$ cat src/rtl/fetch_redirect_pkg.sv
// Shared CPU definitions for the fetch-redirect sequencer: reset PC,
// exception vectors and the redirect FSM state encoding.
package fetch_redirect_pkg;

  localparam logic [31:0] RESET_PC      = 32'hBFC0_0000;
  localparam logic [31:0] EXC_VEC_BEV   = 32'hBFC0_0380;
  localparam logic [31:0] EXC_VEC_NORM  = 32'h8000_0180;

  typedef enum logic [1:0] {
    RUN     = 2'd0,
    WAIT_DS = 2'd1,
    HOLD    = 2'd2
  } redirect_state_t;

endpackage

$ cat src/rtl/fetch_redirect_if.sv
// Redirect request / fetch-address bundle between the pipeline and the IF sequencer.
// Handshake: requests are single-cycle level strobes sampled on the rising edge;
// there is no ready. While redirect_pendingF is high decode is held, and new jump
// requests are ignored. pcF/fetch_reqF/flush_fetchF are registered outputs.
interface fetch_redirect_if;
  import fetch_redirect_pkg::*;

  logic            stallF;
  logic            jump_takeD;
  logic [31:0]     jump_targetD;
  logic            ds_fetchedD;
  logic            resolve_validE;
  logic [31:0]     resolve_targetE;
  logic            exc_valid;
  logic [31:0]     exc_target;
  logic [31:0]     pcF;
  logic            fetch_reqF;
  logic            flush_fetchF;
  logic            redirect_pendingF;
  redirect_state_t state;

  modport master (
    output stallF, jump_takeD, jump_targetD, ds_fetchedD,
           resolve_validE, resolve_targetE, exc_valid, exc_target,
    input  pcF, fetch_reqF, flush_fetchF, redirect_pendingF, state
  );

  modport slave (
    input  stallF, jump_takeD, jump_targetD, ds_fetchedD,
           resolve_validE, resolve_targetE, exc_valid, exc_target,
    output pcF, fetch_reqF, flush_fetchF, redirect_pendingF, state
  );

endinterface

$ cat src/rtl/fetch_redirect.sv
// IF-stage PC sequencer: sequential dual-issue fetch, delay-slot-aware jumps,
// and redirects held across fetch stalls.
module fetch_redirect
  import fetch_redirect_pkg::*;
(
  input  logic             clk,
  input  logic             resetn,
  fetch_redirect_if.slave  bus
);

  redirect_state_t state, state_nxt;
  logic [31:0]     pc, pc_nxt;
  logic [31:0]     pend_target, pend_nxt;
  logic            flush, flush_nxt;
  logic            resetn_q;

  logic [31:0]     pc_seq;
  logic            redirect_now;
  logic            jump_owed;
  logic [31:0]     redirect_target;

  assign pc_seq = {pc[31:3] + 29'd1, 3'b000};

  // Exceptions win in any state; resolves only outside HOLD; decode jumps only in RUN.
  assign redirect_now = bus.exc_valid
                      || (bus.resolve_validE && (state != HOLD))
                      || (bus.jump_takeD && bus.ds_fetchedD && (state == RUN));
  assign jump_owed    = bus.jump_takeD && !bus.ds_fetchedD && (state == RUN);

  always_comb begin
    redirect_target = bus.jump_targetD;
    if (bus.exc_valid)           redirect_target = bus.exc_target;
    else if (bus.resolve_validE) redirect_target = bus.resolve_targetE;
  end

  always_comb begin
    state_nxt = state;
    pc_nxt    = pc;
    pend_nxt  = pend_target;
    flush_nxt = 1'b0;
    if (redirect_now) begin
      pend_nxt = redirect_target;
      if (!bus.stallF) begin
        pc_nxt    = redirect_target;
        state_nxt = RUN;
        flush_nxt = 1'b1;
      end else begin
        state_nxt = HOLD;
      end
    end else if (jump_owed) begin
      // The delay slot is fetched first; a stall just defers that fetch.
      pend_nxt  = bus.jump_targetD;
      state_nxt = WAIT_DS;
      if (!bus.stallF) pc_nxt = pc_seq;
    end else if (!bus.stallF) begin
      if (state == RUN) begin
        pc_nxt = pc_seq;
      end else begin
        pc_nxt    = pend_target;
        state_nxt = RUN;
        flush_nxt = 1'b1;
      end
    end
  end

  always_ff @(posedge clk) begin
    if (!resetn) state <= RUN;
    else         state <= state_nxt;
  end

  always_ff @(posedge clk) begin
    if (!resetn) pc <= RESET_PC;
    else         pc <= pc_nxt;
  end

  always_ff @(posedge clk) begin
    if (!resetn) pend_target <= 32'd0;
    else         pend_target <= pend_nxt;
  end

  always_ff @(posedge clk) begin
    if (!resetn) begin
      flush    <= 1'b0;
      resetn_q <= 1'b0;
    end else begin
      flush    <= flush_nxt;
      resetn_q <= 1'b1;
    end
  end

  assign bus.pcF               = pc;
  assign bus.fetch_reqF        = resetn_q;
  assign bus.flush_fetchF      = flush;
  assign bus.redirect_pendingF = (state != RUN);
  assign bus.state             = state;

endmodule

$ cat src/flat_wrapper.sv
// flat-port wrapper written by rule: the top's interface ports become plain ports
module fetch_redirect_flat import fetch_redirect_pkg::*;
  (clk, resetn, bus_stallF, bus_jump_takeD, bus_jump_targetD, bus_ds_fetchedD, bus_resolve_validE, bus_resolve_targetE, bus_exc_valid, bus_exc_target, bus_pcF, bus_fetch_reqF, bus_flush_fetchF, bus_redirect_pendingF, bus_state);
  fetch_redirect_if bus_i ();
  input  logic clk;
  input  logic resetn;
  input wire logic [$bits(bus_i.stallF)-1:0] bus_stallF;
  input wire logic [$bits(bus_i.jump_takeD)-1:0] bus_jump_takeD;
  input wire logic [$bits(bus_i.jump_targetD)-1:0] bus_jump_targetD;
  input wire logic [$bits(bus_i.ds_fetchedD)-1:0] bus_ds_fetchedD;
  input wire logic [$bits(bus_i.resolve_validE)-1:0] bus_resolve_validE;
  input wire logic [$bits(bus_i.resolve_targetE)-1:0] bus_resolve_targetE;
  input wire logic [$bits(bus_i.exc_valid)-1:0] bus_exc_valid;
  input wire logic [$bits(bus_i.exc_target)-1:0] bus_exc_target;
  output wire logic [$bits(bus_i.pcF)-1:0] bus_pcF;
  output wire logic [$bits(bus_i.fetch_reqF)-1:0] bus_fetch_reqF;
  output wire logic [$bits(bus_i.flush_fetchF)-1:0] bus_flush_fetchF;
  output wire logic [$bits(bus_i.redirect_pendingF)-1:0] bus_redirect_pendingF;
  output wire logic [$bits(bus_i.state)-1:0] bus_state;
  assign bus_i.stallF = bus_stallF;
  assign bus_i.jump_takeD = bus_jump_takeD;
  assign bus_i.jump_targetD = bus_jump_targetD;
  assign bus_i.ds_fetchedD = bus_ds_fetchedD;
  assign bus_i.resolve_validE = bus_resolve_validE;
  assign bus_i.resolve_targetE = bus_resolve_targetE;
  assign bus_i.exc_valid = bus_exc_valid;
  assign bus_i.exc_target = bus_exc_target;
  assign bus_pcF = bus_i.pcF;
  assign bus_fetch_reqF = bus_i.fetch_reqF;
  assign bus_flush_fetchF = bus_i.flush_fetchF;
  assign bus_redirect_pendingF = bus_i.redirect_pendingF;
  assign bus_state = bus_i.state;
  fetch_redirect u_core (.clk(clk), .resetn(resetn), .bus(bus_i));
endmodule
$ cat config.mk
export PLATFORM = sky130hd
export DESIGN_NAME = fetch_redirect_flat
export DESIGN_NICKNAME = d
export VERILOG_FILES = /design/src/rtl/fetch_redirect_pkg.sv /design/src/rtl/fetch_redirect_if.sv /design/src/rtl/fetch_redirect.sv /design/src/flat_wrapper.sv
export SDC_FILE = /design/constraint.sdc
export NUM_CORES = 1
export LEC_CHECK = 0
export BUFFER_PORTS_ARGS = -buffer_cell sky130_fd_sc_hd__buf_2
export CAP_MARGIN = 10
export CORE_AREA = 2 2 106 88
export CTS_CLUSTER_SIZE = 10
export DETAILED_ROUTE_END_ITERATION = 10
export DIE_AREA = 0 0 108 90
export PLACE_DENSITY = 0.84
export SLEW_MARGIN = 20
export SYNTH_ARGS = -nofsm -noshare
export SYNTH_HDL_FRONTEND = slang
export SYNTH_SLANG_ARGS = --single-unit
$ cat constraint.sdc
create_clock -name clk -period 2.9 [get_ports clk]
set_clock_uncertainty 0.1 [all_clocks]
set_input_delay 0.29 -clock clk [delete_from_list [all_inputs] [get_ports clk]]
set_output_delay 0.29 -clock clk [all_outputs]
set_load 0.01 [all_outputs]
==> results.txt <==
The capturing point of the worst reg2reg path is u_core.bus.pcF[25]. After detailed routing, the average wire length per cell comes to 17.4 um. The worst hold path begins at bus_jump_targetD[31]. The first detailed-routing pass took 9 iterations. The worst hold path terminates at u_core.pend_target[31]. The number of warnings reported in the yosys synthesis log was 0. Synthesis produced a netlist with a net count of 678. Row generation in the floorplan step produced 31 rows. Routability-driven placement finished with a final weighted congestion of 0.937. Number of gates resized after CTS: 0. Once the clock tree was built, the setup fixing pass inserted 0 buffers.

The transition time at the pin with the least slew margin was 0.716 ns; the global-route usage over all layers was 28.8%. The run gives 811 as the final cell count without fillers. In the final timing run, aggregate negative setup slack is 0 ns. Per report_power, the clock group accounts for 32.1% of the total.

The die boundary height is 90 um, and the area of the placeable core is 8730 sq um. In this run the remaining antenna-violating nets after routing total 0. The run gives 0 as the total count of max-transition violations in the final report. The most used flip-flop cell after synthesis is dfxtp_1. The first global-routing pass estimated 22.3 mm of wire.

The flow ran to the end, but the final reports show violations. In this design, the stage delay of the slowest critical-path cell is 0.56 ns. The clock drives 68 sinks. STA classifies the critical path endpoint as a register.

The largest fanout of any net on the critical path works out to 9. Counting flops with a built-in enable in the synthesized netlist gives 0. The switching power as a share of total power works out to 33.1%. In this run the critical register-to-register path is launched from u_core.bus.state[1]. Buffers inserted to repair hold after CTS numbered 0. Internal power comes to 1690 uW.

The slowest stage of the critical path is the nor2_1 cell. The tools report the number of buffers created by CTS as 9. For this run, asynchronously set or reset flops after synthesis account for 0%. Post-route clock period utilization: 82.3%.

Leaving out fill and tap cells, the most frequent cell in the layout is buf_2. The tools report the maximum number of pins on one net before global-route repair as 59. IR analysis of the VDD net gives a maximum drop of 0.000217 V.

Sorting the synthesized cells by area gives the leading types as dfxtp_1 32%, a21oi_1 11%, mux2i_1 8.3%. Setup violations remaining at the end of the flow were counted as 0. The worst pin sits at a relative slew slack of 52.1%. For the violation count after the first detailed-route iteration, the log shows 505.

The number of H-tree levels is 3, and the layout net count is 795. The mapped netlist covers 4220 sq um. Data on the critical path arrives at its endpoint at 2.56 ns. Area of placed instances: 5010 sq um. TritonCTS built the clock tree. The logs give 10.4 mm for the detailed-placement wirelength estimate and 48.4% for the starting utilization of the core area. The multi-input gate area in the final layout came out at 2690 sq um.

The root buffer cell chosen for the clock tree is clkbuf_8. The maximum clock path buffer count is 2. The run gives 0 as the initial antenna violation count. After layout, the minimum clock period comes to 2.39 ns.

The number of remaining DRC errors is 1. From left edge to right edge, the die measures 108 um. The number of cells on the worst reg-to-reg path is 6. Counting every instance in the synthesized netlist gives 574.

OpenSTA, run right after detailed placement, puts the worst setup slack at 0.567 ns. The worst register-to-register path has a setup slack of 0.51 ns. After clock tree synthesis, the clock-pin slew on the worst setup and hold paths is 0.08 ns. The tools report the number of global-route vias before repair as 4483. Setup repair after global routing left no endpoint under its margin. Grouping stages by cell kind, the critical path spends the most delay in compound AO/OA/AOI/OAI gates. The routed design has 14.1 mm of wire. Across the whole layout, storage elements account for 1360 sq um. Input and output buffers added on the ports amount to 139.

The area fraction of the dominant cell type after synthesis was 32.3%. The post-route cell area is 5210 sq um, and the number of cells on the worst hold path is 3. The combinational fraction of design power is 24.1%, and the average footprint of a synthesized cell is 7.35 sq um. The checks that failed: design-rule violations. The total inserted antenna cells is 0, and the die area is 9720 sq um. The tools report the share of the yosys chip area belonging to registers as 32.3%. The signal on the critical path passes through nand2b_1, a221o_1, nor2_1, a211oi_1, a21oi_1, a2bb2oi_1.

Once placement completed, the tool counted placed cells totaling 795. In the routed layout, each cell is associated on average with a via count of 6.08. The critical path contains buffers and inverters numbering 0 combined. The clock latency on the worst-skew pair was 0.35 ns; the number of violations of the max-capacitance limit was 0. Cells with a size suffix above 1 make up 26.1% of the layout. The run gives 835 uW as the switching power.

The run gives 43.9% as the share of power burned in registers. The worst setup path is of the register to register kind. The class of the worst hold path was input port to register. The routed layout has 4927 vias. After synthesis, the netlist uses 52 different library cells.

The tools report the type of origin of the critical path as a register. The power density over the cells works out to 484 nW/um^2. The final worst slack was 0.515 ns.

The cell type contributing the most total cell area after synthesis was dfxtp_1. For the number of hold violations in the final report, the log shows 0. The library cells used most frequently in the layout, excluding fill and tap cells, are 139 x buf_2, 92 x a21oi_1, 90 x nor2_1. Based on the critical path, the design can be clocked at up to 0.419 GHz. The number of top-level pins is 140.

The analysis attributes to cell leakage a power of 0.00226 uW. The flip-flop and latch count after synthesis is 68, and the number of filler cells placed in the layout is 790. The worst-case hold slack was 0.118 ns; the required time at the worst-slack endpoint was 3.08 ns.

The leftover overflow at the end of global routing was 0; the area growth from synthesis to layout was 23.5%.
[worst register-to-register path: cells and delay by family, from the launching register on]
family	cells	cell delay, ns
compound gates	4	1.01
simple gates	2	0.77
flops	1	0.42
[stage by stage]
| step | util, % | power [uW] |
|---|---|---|
| 4_1_cts | 59.7 | 2510 |
| 3_3_place_gp | 57.4 | 1690 |
| 2_1_floorplan | - | 1470 |
| 5_1_grt | 59.7 | 2620 |
| 6_report | 59.7 | 2520 |
| 3_5_place_dp | 57.4 | 1710 |
[state kept, by name, indices dropped and copies added (netlist names)]
signal,cells
u_core.bus.pcF,32
u_core.bus.flush_fetchF,1
u_core.bus.state,2
u_core.bus.fetch_reqF,1
u_core.pend_target,32
[power groups by stage]
| stage | clock network, uW | logic (uW) | registers, uW |
|---|---|---|---|
| after floorplan | 0 | 352 | 1120 |
| after global placement | 0 | 576 | 1120 |
| after detailed placement | 0 | 592 | 1120 |
| after CTS | 810 | 596 | 1100 |
| after global routing | 843 | 666 | 1110 |
| final | 808 | 607 | 1110 |
[area by class of cell]
cell class	instances	area share [%]
Multi-Input combinational cell	457	51.7
Sequential cell	68	26.1
Timing Repair Buffer	150	15.2
Tap cell	115	2.76
Clock buffer	10	2.64
Clock inverter	6	1.22
Inverter	5	0.360
[per-layer routing]
metal | global-route usage [%] | up-vias | wire length [um]
met4 | 12.6 | 0 | 429
met5 | 0 | - | 0
li1 | - | 2316 | -
met2 | 42.1 | 328 | 6010
met3 | 4.71 | 48 | 1500
met1 | 41.4 | 2235 | 6170
[Yosys cell counts (all sizes together) (2+ instances only)]
cell type / instances
clkbuf: 32
or4: 2
nor2: 91
dfxtp: 68
mux2i: 35
a211o: 5
nand2b: 6
o311a: 4
o211ai: 4
a221o: 2
xor2: 9
o32a: 3
a211oi: 17
a31o: 2
inv: 5
nor4: 2
buf: 12
nand2: 45
a21oi: 92
a31oi: 9
a311oi: 4
nand3: 14
o21ai: 58
mux2: 5
and4: 4
and3: 3
xnor2: 8
nand4: 7
nor3: 10
[worst max-delay path by stage]
| stage | startpoint | to | slack [ns] | cells after the start |
|---|---|---|---|---|
| floorplan | u_core.bus.pcF[5] | u_core.bus.pcF[27] | 0.67 | 6 |
| finish | u_core.bus.state[1] | u_core.bus.pcF[25] | 0.51 | 6 |
| global route | u_core.bus.state[1] | u_core.bus.pcF[28] | 0.37 | 6 |
| global placement | u_core.bus.pcF[5] | u_core.bus.pcF[27] | 0.64 | 6 |
| detailed placement | u_core.bus.pcF[5] | u_core.bus.pcF[27] | 0.57 | 6 |
| CTS | u_core.bus.pcF[5] | u_core.bus.pcF[27] | 0.57 | 6 |
[logic make-up after synthesis]
kind of cell,after synthesis,share of synthesized area [%]
AO/OA/AOI/OAI,210,29.4
XOR/XNOR,17,3.53
adder cells (fa/ha/maj),1,0.296
buffers and inverters,49,4.60
flip-flops,68,32.3
multiplexers,40,9.64
AND/OR/NAND/NOR,189,20.3
Note: power is estimated with default switching activity, not from simulation.
